**src/rtl/ex_mem_stage_buffer.sv**
```systemverilog
// ex_mem_stage_buffer
//   EX/MEM pipeline register for the LEGv8 core, built as a 2-entry skid buffer.
//   HEAD drives the memory-stage outputs and SKID absorbs one overflow entry.
//   This means in_ready depends only on registered occupancy and never on out_ready.
//   A synchronous flush discards everything held, for example on a branch mispredict.
//   Optional feature: define EXMEM_PERF_CNT_EN to add the stall_count port.
//   stall_count is a saturating count of cycles where the head entry was stalled.
module ex_mem_stage_buffer #(
   parameter int DATA_W     = 64,
   parameter int REG_ADDR_W = 5,
   parameter int CTRL_W     = 4
) (
   input  logic                  clk,
   input  logic                  rst_n,
   input  logic                  flush,
   input  logic                  in_valid,
   output logic                  in_ready,
   input  logic [DATA_W-1:0]     in_result,
   input  logic                  in_zero,
   input  logic [DATA_W-1:0]     in_store_data,
   input  logic [REG_ADDR_W-1:0] in_rd,
   input  logic [CTRL_W-1:0]     in_ctrl,
   output logic                  out_valid,
   input  logic                  out_ready,
   output logic [DATA_W-1:0]     out_result,
   output logic                  out_zero,
   output logic [DATA_W-1:0]     out_store_data,
   output logic [REG_ADDR_W-1:0] out_rd,
   output logic [CTRL_W-1:0]     out_ctrl
`ifdef EXMEM_PERF_CNT_EN
   ,
   output logic [31:0]           stall_count
`endif
);

   // Payload layout: {result, zero, store_data, rd, ctrl}
   localparam int PAY_W = 2 * DATA_W + 1 + REG_ADDR_W + CTRL_W;

   // Occupancy encoding
   localparam logic [1:0] EMPTY = 2'd0;
   localparam logic [1:0] ONE   = 2'd1;
   localparam logic [1:0] FULL  = 2'd2;

   logic [1:0]       count_q, count_d;
   logic [PAY_W-1:0] head_q, head_d;
   logic [PAY_W-1:0] skid_q, skid_d;
   logic [PAY_W-1:0] in_pay;
   logic             push;
   logic             pop;

   assign in_pay = {in_result, in_zero, in_store_data, in_rd, in_ctrl};

   // Ready depends only on stored occupancy. It is held low while reset is asserted.
   assign in_ready  = rst_n & (count_q != FULL);
   assign out_valid = (count_q != EMPTY);
   assign push      = in_valid & in_ready;
   assign pop       = out_valid & out_ready;

   assign {out_result, out_zero, out_store_data, out_rd, out_ctrl} = head_q;

   // Next occupancy and storage contents. Flush overrides every handshake.
   always_comb begin
      count_d = count_q;
      head_d  = head_q;
      skid_d  = skid_q;
      if (flush) begin
         // Dropped entries are zeroed so an empty buffer shows all-zero outputs.
         count_d = EMPTY;
         head_d  = '0;
         skid_d  = '0;
      end else begin
         case (count_q)
            EMPTY: begin
               if (push) begin
                  count_d = ONE;
                  head_d  = in_pay;
               end
            end
            ONE: begin
               if (push && !pop) begin
                  count_d = FULL;
                  skid_d  = in_pay;
               end else if (push && pop) begin
                  // Pass-through: the head is consumed and refilled in the same cycle.
                  head_d = in_pay;
               end else if (!push && pop) begin
                  count_d = EMPTY;
               end
            end
            FULL: begin
               // in_ready is low in FULL, so only a pop can occur here.
               if (pop) begin
                  count_d = ONE;
                  head_d  = skid_q;
               end
            end
            default: begin
               count_d = EMPTY;
            end
         endcase
      end
   end

   // State and payload registers with synchronous active-low reset.
   always_ff @(posedge clk) begin
      if (!rst_n) begin
         count_q <= EMPTY;
         head_q  <= '0;
         skid_q  <= '0;
      end else begin
         count_q <= count_d;
         head_q  <= head_d;
         skid_q  <= skid_d;
      end
   end

`ifdef EXMEM_PERF_CNT_EN
   localparam logic [31:0] STALL_MAX = 32'hFFFF_FFFF;

   logic [31:0] stall_q, stall_d;

   // Count cycles where the head entry waits on the memory stage, saturating at max.
   always_comb begin
      stall_d = stall_q;
      if (out_valid && !out_ready && (stall_q != STALL_MAX)) begin
         stall_d = stall_q + 32'd1;
      end
   end

   // Stall counter register. Only reset clears it; flush does not.
   always_ff @(posedge clk) begin
      if (!rst_n) begin
         stall_q <= '0;
      end else begin
         stall_q <= stall_d;
      end
   end

   assign stall_count = stall_q;
`endif

endmodule

```
**config.mk**
```make
export PLATFORM = sky130hd
export DESIGN_NAME = ex_mem_stage_buffer
export DESIGN_NICKNAME = d
export VERILOG_FILES = /design/src/rtl/ex_mem_stage_buffer.sv
export SDC_FILE = /design/constraint.sdc
export NUM_CORES = 1
export LEC_CHECK = 0
export ABC_CLOCK_PERIOD_IN_PS = 6800
export BUFFER_PORTS_ARGS = -buffer_cell sky130_fd_sc_hd__buf_2
export CAP_MARGIN = 20
export CORE_ASPECT_RATIO = 1.5
export CORE_MARGIN = 8
export CORE_UTILIZATION = 48
export DETAILED_ROUTE_END_ITERATION = 7
export GPL_TIMING_DRIVEN = 1
export PLACE_DENSITY = 0.74
export SLEW_MARGIN = 20
export SYNTH_ARGS = -nofsm -noshare
export SYNTH_HDL_FRONTEND = slang
export SYNTH_SLANG_ARGS = --single-unit
```
**constraint.sdc**
```tcl
create_clock -name clk -period 6.8 [get_ports clk]
set_input_delay 0.34 -clock clk [delete_from_list [all_inputs] [get_ports clk]]
set_output_delay 0.34 -clock clk [all_outputs]
set_load 0.02 [all_outputs]
```
# Yosys cells after proc, flatten, opt, wreduce, memory -nomap -nowiden
# Index checks and enable logic that the tools add are counted.
# totals
reg_bits,278
latch_bits,0
ram_bits,0
mem_bits_ro,0
input_bits,143
out_inout_bits,140
elab_cells,39
memories,0
# classes
addsub,0
mul,0
div,0
order_cmp,0
n_eq_ne,9
n_shift,0
mux,11
n_bitwise,4
reduce_logical,12
# ops
op,n
138-bit two-way mux,4
138-bit one-hot mux with 3 select lines,1
2-bit two-way mux,5
"2-bit inequality test, second input constant",5
"3-bit inequality test, second input constant",2
2-bit one-hot mux with 3 select lines,1
5-bit AND reduction,1
4-bit AND reduction,1
1-bit AND,3
1-bit logical AND,3
3-bit nonzero test,1
"2-bit by 1-bit equality test with 1-bit output, second input constant",1
"2-bit equality test, second input constant",1
1-bit logical NOT,2
2-bit logical NOT,1
2-bit AND reduction,1
2-bit nonzero test,1
2-bit OR reduction,1
1-bit inverter,1

# Logic depth before layout (Yosys ltp)
# depth
word_depth,9
depth_mapped,12
ltp_nobuf,8

# Worst setup path after synthesis
# OpenSTA, ideal clock, no wires.
# synth_path
path_type,register -> register
from,register count_q[0]
to,register head_q[20]
arrival_ps,2485
required_ps,6654
slack_ps,4169
path_stages_with_launch,12
path_buffers,5
path_cell_list,dfxtp_1 nand2b_1 buf_2 buf_2 buf_2 and3_1 ha_1 or3b_1 a22oi_4 buf_2 buf_2 a211oi_2
# synth_between
elab_chain_cells,6
# synth_lines
item,line,text
start: declaration,44,"logic [1:0] count_q, count_d;"
start signal: assignment,111,count_q <= count_d;
2-bit inequality test or 2-bit nonzero test (tied branches),"54, 55",
"1-bit AND, on equally long branches","54, 57",
1-bit AND or 1-bit logical NOT (tied branches),"56, 80",
"1-bit logical AND, on equally long branches","83, 80",
2-bit inequality test (no source line),--,
5-bit AND reduction (no source line),--,
end signal: assignment,108,head_q <= '0;
end signal: assignment,112,head_q <= head_d;
end: declaration,45,"logic [PAY_W-1:0] head_q, head_d;"
# Parallel ways exist; a longest one is shown, timed or not.
# A chain may end at the register's enable or synchronous reset.

# Final worst setup path
# layout_path
from,register count_q[1]
to,register skid_q[28]
# layout_between
elab_chain_cells,5
# layout_lines
item,line,text
2-bit inequality test or 2-bit nonzero test (tied branches),"54, 55",
"1-bit AND, on equally long branches","54, 57",
1-bit AND or 1-bit logical NOT (tied branches),"56, 80",
1-bit logical AND,80,if (push && !pop) begin
2-bit AND reduction (no source line) *,--,
end signal: assignment,113,skid_q <= skid_d;
end: declaration,46,"logic [PAY_W-1:0] skid_q, skid_d;"
# Every way passes the cells marked *; elsewhere a longest branch is shown, timed or not.

==> results.toml <==
[status]
run_status = "finished, final reports clean"

[routing]
viasPerCell = 5.21
met2_length_mm = 14.2
met1_length_mm = 11.7
wirelength_mm = 28.7
drc = 0
vias = 9314
wire_per_inst_um = 16.1
wl_met3_mm = 1.88
routed.top_layer = "met5"
first_iter_violations = 521
dr.pass1.iters = 5
antenna_left = 0

[timing]
fin_skew_ns = 0.0107
hold_violations = 0
fin_crit_ns = 3.50
tightest_slew_ns = 1.05
setup_tns_ns = 0
slew_headroom_pct = 30.1
rsz0062_at_grt = "no"
finalSetupViolations = 0
finalCritPeriodShare_pct = 51.4
timing.fmax_ghz = 0.286
drv_slew = 0

[finish]
syn_to_final_growth_pct = 19.6
finish.net_count = 1596
seq_area_um2 = 5570
multi_input_area_um2 = 5270
drive_above_1_share_pct = 28.5
fillers = 2104
final_cell_count_no_fill = 1787

[flow_run]
maxCapViolCount = 0

[placement]
io_buffer_count = 282
place_hpwl_mm = 18.9
routabilityCongestion = 0.779
placedCellCount = 1741

[worst_setup_path]
r2r_end = "skid_q[28]$_SDFFE_PP0P_"
r2r-start = "count_q[1]$_SDFFE_PP0P_"
arrival_ns = 3.94
crit_end = "skid_q[28]$_SDFFE_PP0P_"
r2r_cells = 8
startpoint_type = "register"
crit_fanout = 70
critPathKind = "reg -> reg"
endpoint_kind = "register"
required_ns = 7.24
startpoint = "count_q[1]$_SDFFE_PP0P_"
ff2ff_setup_slack_ns = 3.30

[floorplan]
design.die.area_um2 = 28900
ios = 283
start_util_pct = 48.2
core-area_um2 = 23500
rows = 69
die_h_um = 204
die_w_um = 141

[clock_tree]
cts_hold_buf = 0
tritoncts = "done"
cts_max_level = 1
post_cts_buffers = 0
clk_pin_slew_ns = 0.06
clock_path_buffers = 3
cts_made_buffers = 26
clock_latency_ns = 0.52
cts_root_buf = "clkbuf_16"
ctsResizeCount = 0
clock-sinks = 278

[synth]
syn_area_um2 = 11300
syn_nets = 1382
synth_top_family_by_area = "compound AO/OA/AOI/OAI gates"
avgSynthCellArea_um2 = 9.16
synth_largest_area_cell = "dfxtp_1"
ys_types = 24
ys_ff_latch = 278
synth_flop_cell = "dfxtp_1"
ys_warn_count = 0
synthMuxAreaShare_pct = 12.2
synth-edff-count = 0
synth_simple_gate_area_share_pct = 14.4
yosysTopAreaCellShare_pct = 49.2
async_flop_share_pct = 0
ys_seq_area_share_pct = 49.2
synthTopCellsByArea = "dfxtp_1 49%, mux2i_1 12%, a211oi_2 9.4%"
synthCells = 1236
yosys.area_share.xor_xnor_pct = 0
synth_compound_area_share_pct = 19.4
synth_commonest_cells = "278 x dfxtp_1, 278 x nand2_1, 142 x nor2_1"
synthAdderAreaFrac_pct = 0.332

[global_route]
first_global_vias = 9278
grt_max_degree = 146
antenna_found_initial = 3
grt_pass1_wl_mm = 46.1
track_usage_pct = 19.1
gr-total-overflow = 0

[power_and_ir_drop]
ir_drop_mv = 0.180
p_leak_nw = 6.12
p_per_area_nw_per_um2 = 253

[hold_path]
holdCritPathClass = "in -> reg"
cell type report:
cell class | count | area share (%)
Sequential cell | 278 | 41.1
Multi-Input combinational cell | 850 | 38.9
Timing Repair Buffer | 293 | 11.1
Clock buffer | 40 | 5.50
Tap cell | 319 | 2.95
Clock inverter | 5 | 0.388
Inverter | 1 | 0.0277
Antenna cell | 1 | 0.0185
report_power, final:
| part | switching, mW | internal [mW] |
|---|---|---|
| logic | 0.231 | 0.119 |
| clock network | 0.596 | 0.788 |
| registers | 0.0216 | 1.67 |
| total | 0.848 | 2.57 |
layer usage:
metal  up-vias  global-route usage (%)
li1       4662                       -
met1      4330                    21.7
met2       256                    34.0
met3        62                    4.30
met4         4                    7.70
met5         -                       0
through the flow:
| step | utilization, % | total power [mW] | setup WS (ns) | hold WS, ns | area [um^2] |
|---|---|---|---|---|---|
| 2_1_floorplan | - | 1.95 | 4.17 | 0.436 | 11300 |
| 3_3_place_gp | 54.3 | 2.07 | 3.41 | 0.441 | 12700 |
| 3_5_place_dp | 54.3 | 2.08 | 3.25 | 0.446 | 12700 |
| 4_1_cts | 57.7 | 3.46 | 3.20 | 0.0424 | 13500 |
| 5_1_grt | 57.7 | 3.56 | 2.98 | 0.0450 | 13500 |
| 6_report | 57.7 | 3.42 | 3.30 | 0.0635 | 13500 |
cells by family after synthesis:
group | count (synthesis)
AOI/OAI and AO/OA | 281
DFF | 278
adders and majority gates | 3
buffers and inverters | 108
and+or+nand+nor | 428
muxes | 138
critical path, cell delays in order, from the launching register on:
cell and delay (ns):
dfxtp_1 0.53, nand2b_4 0.39, and3_1 0.38, ha_1 0.20, nand2_1 0.13, or2_4 0.68, buf_4 0.73, nand2_1 0.14
a21oi_1 0.19
worst min path at each step:
stage                             start                  endpoint  slack [ns]  cells after the start
2_1_floorplan    skid_q[0]$_SDFFE_PP0P_    skid_q[0]$_SDFFE_PP0P_        0.44                      2
3_3_place_gp     skid_q[7]$_SDFFE_PP0P_    skid_q[7]$_SDFFE_PP0P_        0.44                      2
3_5_place_dp   skid_q[104]$_SDFFE_PP0P_  skid_q[104]$_SDFFE_PP0P_        0.45                      2
4_1_cts                in_store_data[0]    skid_q[9]$_SDFFE_PP0P_        0.04                      3
5_1_grt               in_store_data[47]   skid_q[56]$_SDFFE_PP0P_        0.05                      3
6_report              in_store_data[20]   skid_q[29]$_SDFFE_PP0P_        0.06                      3
flip-flops by register name, indices dropped and copies added (netlist names):
name and count:
skid_q 138, head_q 138, count_q 2
cells in the final DEF (no fill, tap or decap):
master      synthesis  final
clkbuf_16           0     27
nand3b_1            1      1
clkbuf_1           52     11
buf_2              41    282
o21a_1              1      1
nand2_1           278    278
and3_1              1      1
a211oi_1           54     54
a21oi_1           140    140
or2_2               1      1
a22oi_4             1      1
inv_1               1      1
dfxtp_1           278    278
clkinvlp_4          0      1
and2_1              1      1
or3b_1              1      1
buf_4               9     10
bufinv_16           0      1
ha_1                3      3
nor2_1            142    141
buf_12              0      1
clkinv_2            0      3
or2_4               0      1
mux2i_1           138    138
a211oi_2           85     85
nand2b_4            0      2
nor2_4              0      1
clkbuf_8            0      2
diode_2             0      1
No activity file was read; power rests on OpenSTA's default activity.
